File: src/rtl/down_counter4.sv
// down_counter4: loadable, cascadable down-counter with a load/run/done
// countdown sequence. Each enabled cycle subtracts the borrow-in from the
// count. A combinational borrow-out lets several stages be chained. A
// one-cycle done pulse marks the end of a countdown.
module down_counter4 #(
    parameter int WIDTH       = 4,
    parameter bit AUTO_RELOAD = 1'b0
) (
    input  logic             clk,
    input  logic             rst,
    input  logic             load,
    input  logic [WIDTH-1:0] load_val,
    input  logic             en,
    input  logic             bin,
    output logic [WIDTH-1:0] count,
    output logic             bout,
    output logic             busy,
    output logic             done
);

    typedef enum logic {
        IDLE = 1'b0,
        RUN  = 1'b1
    } state_t;

    state_t           state;
    logic [WIDTH-1:0] reload_val;

    logic dec;
    logic count_is_zero;
    logic count_is_one;
    logic terminal;

    // Load has priority over counting, so a decrement only happens when
    // no load is requested. Borrow-out is kept combinational so that a
    // chain of stages ripples within one cycle.
    assign dec           = en & bin & ~load;
    assign count_is_zero = (count == '0);
    assign count_is_one  = (count == WIDTH'(1));
    assign terminal      = (state == RUN) & dec & count_is_one;
    assign bout          = dec & count_is_zero;

    // Count, state, reload value and the registered busy/done flags.
    // The order of priority is reset, then load, then the terminal
    // decrement, then a plain decrement. When none of these applies,
    // the registers hold their values. done defaults low so it lasts
    // exactly one cycle.
    always_ff @(posedge clk) begin
        if (rst) begin
            count      <= '0;
            reload_val <= '0;
            state      <= IDLE;
            busy       <= 1'b0;
            done       <= 1'b0;
        end else begin
            done <= 1'b0;
            if (load) begin
                count      <= load_val;
                reload_val <= load_val;
                if (load_val != '0) begin
                    state <= RUN;
                    busy  <= 1'b1;
                end else begin
                    state <= IDLE;
                    busy  <= 1'b0;
                    done  <= 1'b1;
                end
            end else if (terminal) begin
                done <= 1'b1;
                if (AUTO_RELOAD) begin
                    count <= reload_val;
                end else begin
                    count <= '0;
                    state <= IDLE;
                    busy  <= 1'b0;
                end
            end else if (dec) begin
                count <= count - WIDTH'(1);
            end
        end
    end

endmodule
File: config.mk
export PLATFORM = sky130hd
export DESIGN_NAME = down_counter4
export DESIGN_NICKNAME = d
export VERILOG_FILES = /design/src/rtl/down_counter4.sv
export SDC_FILE = /design/constraint.sdc
export NUM_CORES = 1
export LEC_CHECK = 0
export BUFFER_PORTS_ARGS = -buffer_cell sky130_fd_sc_hd__buf_2
export CORE_AREA = 2 2 39 41
export CTS_BUF_LIST = sky130_fd_sc_hd__clkbuf_8
export CTS_CLUSTER_SIZE = 16
export DETAILED_ROUTE_END_ITERATION = 10
export DIE_AREA = 0 0 41 43
export SLEW_MARGIN = 15
export SYNTH_ARGS = -nofsm -noshare
export SYNTH_HDL_FRONTEND = slang
export SYNTH_SLANG_ARGS = --single-unit
File: constraint.sdc
create_clock -name clk -period 1.29 [get_ports clk]
set_input_delay 0.0645 -clock clk [delete_from_list [all_inputs] [get_ports clk]]
set_output_delay 0.0645 -clock clk [all_outputs]
set_load 0.1 [all_outputs]
Word level (Yosys, flattened, before mapping)
Index checks and enable logic that the tools add are counted. Widths: inputs -> output; s select.

ROM bits: 0. Bits in writable memories: 0. Latch bits: 0. Input port bits: 9. Memories kept: 0. Bits in registers: 6. Output and inout port bits: 7. Word-level logic and storage cells: 24.

Magnitude comparators: 0. Divide/modulo/power cells: 0. Multipliers: 0. Eq/ne operators: 1. Muxes and demuxes: 9. Bitwise operators: 6. Shifts and indexed selects: 0. $add $sub $neg: 1. Reduce and logical (&&, ||, !) cells: 4.

Operators by type and width (count): $mux 4 (3); $mux 1 (6); $and 1x1->1 (5); $eq 4x1->1 const B (1); $logic_not 4->1 (1); $reduce_bool 4->1 (1); $sub 4x1->4 const B (1); $reduce_bool 3->1 (1); $reduce_bool 2->1 (1); $not 1->1 (1).

Logic depth before layout (Yosys ltp)
Gate-level depths: netlist of run 1.

Depth in word-level cells: 6. Mapped depth: 5. Mapped depth without buffers: 5.

Least setup slack after synthesis of run 1
OpenSTA, ideal clock, no wires.

Path type: reg2reg. Start: reg count[1]. End: reg count[0]. Cell stages (with the launch flop): 6. Required time: 1.203 ns. Period minus slack after synthesis: 2.170 ns. Buffers on the path: 0. Arrival: 2.083 ns. Setup slack: -0.880 ns. Setup time: 0.087 ns. Cells stage by stage: dfxtp_1 -> inv_1 -> ha_1 -> nor4bb_1 -> or3_1 -> a221oi_2.

Word-level cells in the longest chain between the ends: 4. Elaborated cells between the ends (all ways): 5. Those cells by class: eq/ne: 1; mux: 2; bitwise: 1; reduce/logical: 1.

RTL lines: from (decl) (line 15) `output logic [WIDTH-1:0] count,`; from (signal assigned) (line 58) `count <= load_val;`; from (signal assigned) (line 71) `count <= reload_val;`; from (signal assigned) (line 78) `count <= count - WIDTH'(1);`; $eq 4x1->1 * (line 39) `assign count_is_one = (count == WIDTH'(1));`; $and 1x1->1 * (line 40) `assign terminal = (state == RUN) & dec & count_is_one;`; $mux 4 (line 68) `end else if (terminal) begin`; $mux 4 (line 57) `if (load) begin`.

Mark *: on every way between the ends. The rest lies on a longest branch, timed or not. A chain may end at the register's enable or synchronous reset.

Worst setup path in the final report of run 1
Start: reg count[0]. End: reg count[0].

Word-level cells in the longest chain between the ends: 4. Elaborated cells between the ends (all ways): 7. Those cells by class: add/sub: 1; eq/ne: 1; mux: 3; bitwise: 1; reduce/logical: 1.

RTL lines (line): $sub 4x1->4 or $eq 4x1->1 (tied branches) (78, 39); $mux 4 or $and 1x1->1 (tied branches) (77, 40); $mux 4 (68); $mux 4 (57).

Parallel ways exist; a longest one is shown, timed or not. The select of a mux whose other input is x is not followed.

==> summary.md, run 1 <==
For the final database, setup skew stands at 0.001383 ns. Of the available clock period, the critical path in the final layout requires 99.74%. The post-layout net count is 76. The layout filler cell count came out at 143. The clock latency of the later-clocked register in the worst-skew pair was 0.22 ns. The run gives 777.2 MHz as the maximum achievable frequency. Synthesis handed over a netlist of 44 instances. The number of global-route vias before repair was 371; the horizontal extent of the die was 41 um. The top-area cell type share of the netlist area works out to 31.37%. Summed over all instances, the cell type with the most area after synthesis is dfxtp_1. Relative to the synthesized area, the layout overhead comes to 45.42%. Summing all multi-input logic gate instances after layout gives 255.2 um^2. The minimum clock period was 1.287 ns; the register area was 131.4 um^2. The worst setup path is of the flop to flop kind. The type of origin of the critical path was a flop. The antenna violation net count after detailed routing was 0.

Each instance of the synthesized netlist takes up on average 8.702 um^2. Counting flops with an async set or reset pin after synthesis yields a share of 0%. The tree is rooted in a clkbuf_8.

The region available for standard cell placement spans 0.001384 mm^2. The Yosys step of the flow raised 0 warnings. Across every metal layer, demand over resource in global routing totals 12.02%.

After clock tree synthesis, the clock-pin slew on the worst setup and hold paths is 0.04 ns. TritonCTS created 3 clock buffers. At the pin with the least slew margin, the transition time is 0.4872 ns. The count of state elements after synthesis is 6.

Share of final-layout standard cells stronger than drive strength 1: 46.77%. The total global routing overflow came out at 0. The sum of routed wire length over all layers is 880 um. Met2 layer usage reported by global route: 17.50%. Buffers placed on the I/O ports in this run total 15. The max-slew violation count is 0, and the worst endpoint required time is 1.42 ns. The number of antenna violations at the first check in global routing is 0, and the top fanout value on the critical path is 7. The tools report the total setup violations reported at the end of the flow as 0. The sequential cell area fraction in the yosys report is 31.37%, and the number of enable flip-flop cells after synthesis is 0. Counting both buffers and inverters, the worst setup path holds a total of 0.

For this design the ratio of total power to cell area is 1265 mW/mm^2. The delay contributed by the slowest stage of the critical path was 0.36 ns. For the initial core utilization, the log shows 27.67%. The die is 43 um tall.

By area the synthesized netlist is led by dfxtp_1 (31%), ha_1 (9.8%), a21oi_1 (5.2%), a221oi_2 (3.9%), nor2_1 (3.9%). In the layout the commonest cells are buf_2 (14), nor2_1 (4), a21oi_1 (4). The logs give 1 for the number of H-tree branching levels and 0.01138 ns for the worst setup slack before clock tree synthesis.

The critical path capture point type is a flop. The pre-antenna-repair detailed-routing pass consisted of 5 iterations. The clock drives 6 sinks. Grouping stages by cell kind, the critical path spends the most delay in simple AND/OR/NAND/NOR gates.

Using the TritonRoute via totals, the vias-per-cell ratio works out to 5.179. The flow ran to the end, and the final reports show no timing, DRC or antenna violations. Weighted congestion reported at the end of routability-driven placement: 0.7344. The DRC marker count from the first detailed-route iteration came out at 8. The floorplan has 14 rows.

Once routing completed, OpenROAD measured the worst setup slack at 0.003356 ns. After detailed routing, the average wire length per cell comes to 11.28 um. The slowest stage of the critical path belongs to the cell dfxtp_4. The logs give 0.6325 mV for the largest voltage drop on the vdd net and 2 for the number of buffers on the longest clock path.

The detailed-route DRC error count was 0. Entering global routing, the biggest net connects 13 pins. The logs give 404 for the detailed-route via count and 13.74% for the met1 demand-to-capacity share in global routing. Final hold analysis gives a worst-case slack of 0.08742 ns. Traced cell by cell, the critical path runs through ha_2 > nor4bb_1 > or3_1 > a221oi_2. The number of hold-slack violations in the final timing report was 0.

The floorplan step defined a die boundary enclosing 0.001763 mm^2. Among all flip-flop cells after synthesis, the most frequent one is dfxtp_1. The run gives 680.4 um as the half-perimeter wire length of the detailed placement result. Summing every instance area after synthesis gives 382.9 um^2. The first global-routing pass estimated 1407 um of wire.

Data on the critical path arrives at its endpoint at 1.42 ns. The number of different library cells used by synthesis comes to 25. The worst pin sits at a relative slew slack of 67.74%. The analysis attributes to cell leakage a power of 0.2425 nW. The number of nets in the synthesized netlist is 56, and the count of antenna diodes in the layout is 0. The most congested layer reported by global routing is met2. In the global route stage, met3 resource usage came out at 7.853%. Setup repair after global routing could not meet its margin everywhere. The most common cell after layout, fill and taps aside was buf_2. The tool flagged a number of max-cap violations equal to 0. The class of the most critical hold timing path is input pin to flop. Overall power consumption after layout is estimated at 0.0007043 W. TritonCTS built the clock tree. The run gives 16 as the count of pins on the block boundary.
## power by group
group / switching (W) / internal [W] / leakage [nW]
Combinational: 0.000145 / 0.0000593 / 0.169
Sequential: 0.0000162 / 0.000200 / 0.0517
Clock: 0.0000832 / 0.000201 / 0.0216
## synthesized netlist by cell type (2+ instances only)
| cell type | number |
|---|---|
| inv_1 | 3 |
| nand2_1 | 3 |
| o21a_1 | 2 |
| nor2_1 | 4 |
| a21oi_1 | 4 |
| a31oi_1 | 2 |
| ha_1 | 3 |
| dfxtp_1 | 6 |
## per-stage QoR
step                utilization [%]  std cells  cell area (um^2)  TNS (ns)
floorplan                         -         44             397.9   -0.4071
global placement              36.98         75             511.7         0
detailed placement            36.98         75             511.7         0
CTS                           39.96         78             553.0         0
global route                  40.24         78             556.8  -0.02882
finish                        40.24         78             556.8         0
## area by class of cell
type	instances	area share (%)
multi-input cells	34	45.84
flip-flops and latches	6	23.60
repair buffers	16	17.53
clock buffers	3	7.416
well taps	16	3.596
inverters	3	2.022
## routing by layer
metal	share of wire [%]	vias up
li1	-	202
met1	47	185
met2	45	17
met3	7.8	0
met4	0	0
met5	0	-
## timing repair
| item | CTS | global route |
|---|---|---|
| gates resized for setup | 0 | 1 |
| hold buffers | 0 | 0 |
| endpoints found under the setup margin | 0 | 2 |
| buffers inserted | 0 | 0 |
## cells by family after synthesis
kind of cell / share of synthesized area [%]
adder cells (fa/ha/maj): 9.805
AO/OA/AOI/OAI: 26.80
AND/OR/NAND/NOR: 22.88
XOR/XNOR: 2.288
flip-flops: 31.37
multiplexers: 2.941
buffers and inverters: 3.920
## flip-flops by register name (all words and copies together) (netlist names)
name and count:
count 4, done 1, state 1
## path summary, 6_finish.rpt
kind	start	slack (ns)	cells after the start	to
worst max-delay path	count[0]$_SDFFE_PP0P_	0.003	4	count[0]$_SDFFE_PP0P_
worst min-delay path	rst	0.09	2	count[0]$_SDFFE_PP0P_
worst max register to register	count[0]$_SDFFE_PP0P_	0.003	4	count[0]$_SDFFE_PP0P_
worst min register to register	count[3]$_SDFFE_PP0P_	0.54	2	count[3]$_SDFFE_PP0P_
Power figures use the tool's default switching activity.
==> run 2, diff against run 1 <==
--- a/config.mk
+++ b/config.mk
@@ -7,7 +7,6 @@
 export LEC_CHECK = 0
 export BUFFER_PORTS_ARGS = -buffer_cell sky130_fd_sc_hd__buf_2
 export CORE_AREA = 2 2 39 41
-export CTS_BUF_LIST = sky130_fd_sc_hd__clkbuf_8
 export CTS_CLUSTER_SIZE = 16
 export DETAILED_ROUTE_END_ITERATION = 10
 export DIE_AREA = 0 0 41 43
==> summary.md, run 2 (synthesized netlist as in run 1, its figures left out) <==
The run finished with clean final reports. The cell count along the critical path was 5 (was 4); the max-slew violation count was 0 (unchanged). The delay contributed by the slowest stage of the critical path was 0.34 ns (was 0.36 ns). The class of the most critical hold timing path is input pin to flop (unchanged). Biggest regs: count x4, done x1, state x1 (unchanged).

The weighted congestion reported at the end of routability-driven placement was 0.7344 (unchanged); the count of antenna diodes in the layout was 0 (unchanged). Critical path capture point type: a flop (unchanged). Most frequent cells in the layout: buf_2 (14), nor2_1 (4), a21oi_1 (4) (unchanged). The routed length per placed instance was 11.43 um (was 11.28 um).

Worst max-slew margin expressed relative to the limit: 67.74% (about the same). The minimum clock period was 1.286 ns (was 1.287 ns). The run gives 0.004 ns (was 0.003 ns) as the worst setup slack for register-to-register paths.

For the multi-input gate area in the final layout, the log shows 255.2 um^2 (unchanged). Kind of critical path: flop to flop (unchanged). The cell type group with the largest total delay on the critical path is simple AND/OR/NAND/NOR gates (unchanged). TritonCTS built the clock tree.

The detailed-route DRC error count was 0 (unchanged); the number of CTS-inserted buffers was 3 (unchanged). The largest net degree at the start of global routing is 13 (unchanged). Cell area after placement: 511.7 um^2 (unchanged). Capture endpoint of the worst hold path: count[0]$_SDFFE_PP0P_ (unchanged).

For the overall track demand over capacity in global routing, the log shows 12.12% (was 12.02%). For the number of global-route vias before repair, the log shows 372 (was 371). Cell-by-cell trace of the critical path: inv_2 > ha_2 > nor4bb_1 > or3_1 > a221oi_2 (was ha_2 > nor4bb_1 > or3_1 > a221oi_2). The placed instance count came out at 75 (unchanged). The most common cell after layout, fill and taps aside is buf_2 (unchanged). The logs give 2 (unchanged) for the number of buffers on the longest clock path and 0 (unchanged) for the total setup violations reported at the end of the flow. The number of sinks on the clock net was 6 (unchanged). The logs give 0 (unchanged) for the antenna violation net count after detailed routing and 0.0006047 W (was 0.0007043 W) for the overall power consumption. The period utilization is 99.72% (was 99.74%). The run gives 14 (unchanged) as the number of cell rows. The sequential power share was 35.4% (was 30.7%). The net switching power came out at 0.0002350 W (was 0.0002446 W). The type of origin of the critical path was a flop (unchanged).

The top fanout value on the critical path is 3 (was 7), and the number of cells traversed by the worst hold path is 2 (unchanged). The count of buffering cells on the critical path with inverters included is 1 (was 0), and the detailed-route via count is 414 (was 404). The ratio of total power to cell area was 1093 mW/mm^2 (was 1265 mW/mm^2). The number of H-tree branching levels was 1 (unchanged); the critical path arrival was 1.44 ns (was 1.42 ns).

The die boundary height works out to 43 um (unchanged). The count of placed standard cells in the final layout, fillers left out was 80 (was 78); the number of antenna violations at the first check in global routing was 0 (unchanged). The run gives 4 (was 5) as the total iterations of the first detailed-routing run.

The tools report the max-capacitance violation count as 0 (unchanged). The total global routing overflow is 0 (unchanged), and the number of cells traversed by the worst register-to-register path is 5 (was 4). Setup repair after global routing could not meet its margin everywhere. The horizontal extent of the die came out at 41 um (unchanged). Global-route wire length before repair: 1442 um (was 1407 um). Startpoint of the worst register-to-register path: count[1]$_SDFFE_PP0P_ (was count[0]$_SDFFE_PP0P_). The tools report the static leakage as 0.2450 nW (was 0.2425 nW). The source of the worst hold timing path was rst (unchanged). The tools report the critical path launch point as count[1]$_SDFFE_PP0P_ (was count[0]$_SDFFE_PP0P_).

The post-route standard cell area excluding fillers was 553.0 um^2 (was 556.8 um^2). For the die outline area, the log shows 0.001763 mm^2 (unchanged). The number of port buffers was 15 (unchanged); the half-perimeter wire length of the detailed placement result was 680.4 um (unchanged). Layout filler cell count: 146 (was 143). The tools report the end of the worst register-to-register path as count[0]$_SDFFE_PP0P_ (unchanged). The register area came out at 131.4 um^2 (unchanged).

The clock latency of the later-clocked register in the worst-skew pair is 0.25 ns (was 0.22 ns), and the maximum achievable frequency is 777.4 MHz (was 777.2 MHz). The run gives 0.4097 mV (was 0.6325 mV) as the largest voltage drop on the vdd net. The sum of routed wire length over all layers was 914 um (was 880 um). The DRC marker count from the first detailed-route iteration was 2 (was 8); the clock tree skew after final layout was 0.001627 ns (was 0.001383 ns). For the core region area, the log shows 0.001384 mm^2 (unchanged).

The CTS clock-pin slew for the worst setup and hold paths was 0.05 ns (was 0.04 ns); the count of pins on the block boundary was 16 (unchanged). The share of final-layout standard cells stronger than drive strength 1 was 48.44% (was 46.77%); the area added between synthesis and finish was 44.44% (was 45.42%). Largest register by flop count: count (unchanged).

The post-layout net count was 78 (was 76); the flip-flop count of the largest register after layout was 4 (unchanged). For the number of hold-slack violations in the final timing report, the log shows 0 (unchanged). Library cell used as clock root buffer: clkbuf_4 (was clkbuf_8). The number of vias per cell is 5.175 (was 5.179). The relative contribution of the clock network to total power came out at 29.3% (was 40.3%). For the worst endpoint required time, the log shows 1.44 ns (was 1.42 ns).

The highest-delay cell along the critical path was dfxtp_4 (unchanged). The internal portion of total power is 0.0003697 W (was 0.0004597 W), and the combinational cell fraction of total power is 35.4% (was 29.0%). The switching fraction of total power works out to 38.86% (was 34.73%). Slew at the pin closest to its max-slew limit: 0.4872 ns (about the same).

The tools report the share of the core filled with cells in the final layout as 39.96% (was 40.24%). For the initial core utilization, the log shows 27.67% (unchanged).
==> run 2: cell count changes in the layout (fill, tap and decap cells not counted), sizes merged <==
cell  previous run  this run
buf             16        18
==> run 2: worst max path at each step <==
stage                                  endpoint  slack [ns]
after floorplan           count[0]$_SDFFE_PP0P_       -0.24
after global placement    count[0]$_SDFFE_PP0P_        0.03
after detailed placement  count[0]$_SDFFE_PP0P_        0.01
after CTS                 count[0]$_SDFFE_PP0P_       0.001
after global routing      count[0]$_SDFFE_PP0P_       -0.03
final                     count[0]$_SDFFE_PP0P_       0.004
==> run 2: metrics by stage <==
step	setup TNS (ns)	hold slack [ns]	setup slack [ns]
6_report	0	0.05983	0.003644
5_1_grt	-0.03677	0.05925	-0.03372
4_1_cts	0	0.05440	0.001410
3_5_place_dp	0	0.3133	0.01138
3_3_place_gp	0	0.3113	0.02691
2_1_floorplan	-0.4071	0.1215	-0.2369
==> run 2: power by group through the flow <==
| stage | sequential (W) | clock (W) | combinational (W) |
|---|---|---|---|
| 2_1_floorplan | 0.000305 | 0 | 0.0000678 |
| 3_3_place_gp | 0.000219 | 0 | 0.000203 |
| 3_5_place_dp | 0.000219 | 0 | 0.000204 |
| 4_1_cts | 0.000214 | 0.000185 | 0.000212 |
| 5_1_grt | 0.000216 | 0.000192 | 0.000229 |
| 6_report | 0.000214 | 0.000177 | 0.000214 |
==> run 2: what timing repair did <==
action                                  CTS  global route
resized for setup                         0             1
hold buffers                              0             0
buffers inserted                          2             0
endpoints found under the setup margin    1             2
==> run 2: cell type report <==
class / count / area share [%]
clock buffers: 3 / 4.072
inverters: 3 / 2.036
multi-input cells: 34 / 46.15
flip-flops and latches: 6 / 23.76
well taps: 16 / 3.620
repair buffers: 18 / 20.36
==> run 2: per-layer routing <==
metal / GRT usage (%) / routed length (um) / up-vias
li1: - / - / 208
met1: 14.06 / 411 / 193
met2: 18.44 / 439 / 13
met3: 7.853 / 64 / 0
met4: 2.000 / 0 / 0
met5: 0 / 0 / -
==> run 3, diff against run 2 <==
--- a/config.mk
+++ b/config.mk
@@ -6,10 +6,12 @@
 export NUM_CORES = 1
 export LEC_CHECK = 0
 export BUFFER_PORTS_ARGS = -buffer_cell sky130_fd_sc_hd__buf_2
-export CORE_AREA = 2 2 39 41
+export CELL_PAD_IN_SITES_DETAIL_PLACEMENT = 2
+export CELL_PAD_IN_SITES_GLOBAL_PLACEMENT = 2
+export CORE_UTILIZATION = 21
 export CTS_CLUSTER_SIZE = 16
 export DETAILED_ROUTE_END_ITERATION = 10
-export DIE_AREA = 0 0 41 43
+export PLACE_DENSITY_LB_ADDON = 0.1
 export SLEW_MARGIN = 15
 export SYNTH_ARGS = -nofsm -noshare
 export SYNTH_HDL_FRONTEND = slang
==> summary.md, run 3 (synthesized netlist as in run 1, its figures left out) <==
The run finished, with violations left. The checks that failed: setup timing. Minimum clock period: 1.322 ns (was 1.286 ns). The static leakage came out at 0.2541 nW (was 0.2450 nW). The number of buffers on the longest clock path was 2 (unchanged). The number of cells traversed by the worst register-to-register path works out to 5 (unchanged). Most common cell after layout, fill and taps aside: buf_2 (unchanged). For the core region area, the log shows 0.001727 mm^2 (was 0.001384 mm^2). The number of port buffers was 15 (unchanged); the worst max-slew margin expressed relative to the limit was 67.78% (was 67.74%).

The tools report the number of antenna violations at the first check in global routing as 0 (unchanged). The count of antenna diodes in the layout was 0 (unchanged); the sum of routed wire length over all layers was 1233 um (was 914 um). The critical path launch point is count[1]$_SDFFE_PP0P_ (unchanged). The run gives 0.6914 (was 0.7344) as the weighted congestion reported at the end of routability-driven placement.

The highest-delay cell along the critical path is dfxtp_4 (unchanged). Termination of the worst setup path: count[0]$_SDFFE_PP0P_ (unchanged). Setup repair after global routing could not meet its margin everywhere.

The ratio of total power to cell area is 1055 mW/mm^2 (was 1093 mW/mm^2). End of the worst register-to-register path: count[0]$_SDFFE_PP0P_ (unchanged). The total global routing overflow came out at 0 (unchanged). The run gives 35.0% (was 35.4%) as the sequential power share. The top fanout value on the critical path is 3 (unchanged), and the net switching power is 0.0002557 W (was 0.0002350 W). The period utilization is 102.5% (was 99.72%), and the initial core utilization is 22.17% (was 27.67%).

CTS clock-pin slew for the worst setup and hold paths: 0.05 ns (about the same). The share of final-layout standard cells stronger than drive strength 1 works out to 52.31% (was 48.44%). The tools report the startpoint of the worst register-to-register path as count[1]$_SDFFE_PP0P_ (unchanged).

The placed instance count is 86 (was 75). The slew at the pin closest to its max-slew limit came out at 0.4866 ns (was 0.4872 ns). The tools report the number of cell rows as 15 (was 14). The tools report the antenna violation net count after detailed routing as 0 (unchanged). The hold buffer count at CTS came out at 0 (unchanged). The largest register by flop count was count (unchanged). The critical path arrival is 1.48 ns (was 1.44 ns), and the worst setup margin is -0.03249 ns (was 0.003644 ns).

The worst setup slack for register-to-register paths was -0.03 ns (was 0.004 ns); the cell count along the critical path was 5 (unchanged). The clock latency of the later-clocked register in the worst-skew pair came out at 0.25 ns (about the same). Cell-by-cell trace of the critical path: inv_4 > ha_4 > nor4bb_4 > or3_1 > a221oi_2 (was inv_2 > ha_2 > nor4bb_1 > or3_1 > a221oi_2).

The number of CTS-inserted buffers was 3 (unchanged). DRC marker count from the first detailed-route iteration: 1 (was 2). The detailed-route DRC error count is 0 (unchanged). The worst slack on hold paths is 0.05434 ns (was 0.05983 ns). The class of the most critical hold timing path was input pin to flop (unchanged). The max-capacitance violation count is 0 (unchanged), and the number of global-route vias before repair is 428 (was 372). Most frequent cells in the layout: buf_2 (14), nor2_1 (4), a21oi_1 (4), buf_4 (4) (was buf_2 (14), nor2_1 (4), a21oi_1 (4)). The logs give 16 (unchanged) for the count of pins on the block boundary and 29.3% (about the same) for the relative contribution of the clock network to total power. The logs give 756.2 MHz (was 777.4 MHz) for the maximum achievable frequency and 0.0003767 W (was 0.0003697 W) for the internal portion of total power. The tools report the layout filler cell count as 208 (was 146). Type of origin of the critical path: a flop (unchanged).

TritonCTS built the clock tree. The number of H-tree branching levels is 1 (unchanged). The horizontal extent of the die was 44.70 um (was 41 um). Critical path capture point type: a flop (unchanged).

Combinational cell fraction of total power: 35.7% (was 35.4%). For the overall track demand over capacity in global routing, the log shows 14.25% (was 12.12%). Switching fraction of total power: 40.43% (was 38.86%). The worst endpoint required time is 1.45 ns (was 1.44 ns), and the post-layout net count is 79 (was 78). The kind of critical path is flop to flop (unchanged). The routed length per placed instance came out at 13.70 um (was 11.43 um). Biggest regs: count x4, done x1, state x1 (unchanged).

The number of sinks on the clock net is 6 (unchanged). The tools report the die outline area as 0.001998 mm^2 (was 0.001763 mm^2). The number of hold-slack violations in the final timing report was 0 (unchanged). The global-route wire length before repair was 1980 um (was 1442 um); the area added between synthesis and finish was 56.54% (was 44.44%).

The die boundary height was 44.70 um (was 43 um); the total setup violations reported at the end of the flow was 1 (was 0). The count of placed standard cells in the final layout, fillers left out came out at 90 (was 80). Library cell used as clock root buffer: clkbuf_4 (unchanged).

The clock tree skew after final layout is 0.002118 ns (was 0.001627 ns), and the half-perimeter wire length of the detailed placement result is 923.4 um (was 680.4 um). The delay contributed by the slowest stage of the critical path came out at 0.35 ns (was 0.34 ns). The count of buffering cells on the critical path with inverters included was 1 (unchanged); the largest net degree at the start of global routing was 13 (unchanged). Total iterations of the first detailed-routing run: 3 (was 4). Largest voltage drop on the vdd net: 0.3582 mV (was 0.4097 mV).

The tools report the source of the worst hold timing path as rst (unchanged). The tools report the max-slew violation count as 0 (unchanged). The run gives 34.71% (was 39.96%) as the share of the core filled with cells in the final layout. The run gives 426 (was 414) as the detailed-route via count.

The cell type group with the largest total delay on the critical path is simple AND/OR/NAND/NOR gates (unchanged). The number of vias per cell is 4.733 (was 5.175), and the flip-flop count of the largest register after layout is 4 (unchanged). The number of cells traversed by the worst hold path was 2 (unchanged).
==> run 3: changes by cell type in the layout (fill, tap and decap cells not counted) <==
cell	previous run	this run
buf_4	3	4
ha_4	0	1
nor4bb_4	0	1
inv_1	2	1
ha_2	1	0
inv_4	0	1
nor4bb_1	1	0
==> run 3: final cells by class <==
cell class	count	area [um^2]	share of cell area (%)
Tap cell	25	31.28	5.219
Clock buffer	3	22.52	3.758
Multi-Input combinational cell	34	280.3	46.76
Sequential cell	6	131.4	21.92
Inverter	3	13.76	2.296
Timing Repair Buffer	19	120.1	20.04
==> run 3: power by group through the flow <==
| stage | registers [W] | clock network [W] | logic, W |
|---|---|---|---|
| 2_1_floorplan | 0.000305 | 0 | 0.0000678 |
| 3_3_place_gp | 0.000220 | 0 | 0.000215 |
| 3_5_place_dp | 0.000219 | 0 | 0.000215 |
| 4_1_cts | 0.000216 | 0.000199 | 0.000217 |
| 5_1_grt | 0.000223 | 0.000205 | 0.000242 |
| 6_report | 0.000221 | 0.000185 | 0.000226 |
==> run 3: how the worst min path moves through the flow <==
stage / endpoint / slack (ns)
2_1_floorplan: count[0]$_SDFFE_PP0P_ / 0.12
3_3_place_gp: count[0]$_SDFFE_PP0P_ / 0.32
3_5_place_dp: count[0]$_SDFFE_PP0P_ / 0.32
4_1_cts: count[0]$_SDFFE_PP0P_ / 0.04
5_1_grt: count[0]$_SDFFE_PP0P_ / 0.06
6_report: count[0]$_SDFFE_PP0P_ / 0.05
==> run 3: worst reg2reg max path, cell delays in order (launching register included) <==
cell,delay [ns]
dfxtp_4,0.35
inv_4,0.04
ha_4,0.15
nor4bb_4,0.15
or3_1,0.33
a221oi_2,0.21
==> run 3: layer usage <==
metal	part of all wire, %	vias to the layer above	track usage (%)
met4	0	0	3.636
li1	-	209	-
met2	47	13	22.65
met3	4.8	0	6.000
met5	0	-	0
met1	49	204	17.80
==> run 3: per-stage QoR <==
| step | setup WS, ns | setup TNS, ns | power, W | instance area, um^2 |
|---|---|---|---|---|
| after floorplan | -0.2369 | -0.4071 | 0.0003728 | 397.9 |
| after global placement | 0.02812 | 0 | 0.0004350 | 538.0 |
| after detailed placement | 0.005550 | 0 | 0.0004347 | 538.0 |
| after CTS | -0.008417 | -0.008417 | 0.0006309 | 560.5 |
| after global routing | -0.05357 | -0.05357 | 0.0006693 | 599.3 |
| final | -0.03249 | -0.03249 | 0.0006323 | 599.3 |
==> run 3: timing repair <==
action / CTS / global route
gates resized for setup: 0 / 6
setup buffers: 0 / 1
endpoints found under the setup margin: 1 / 2
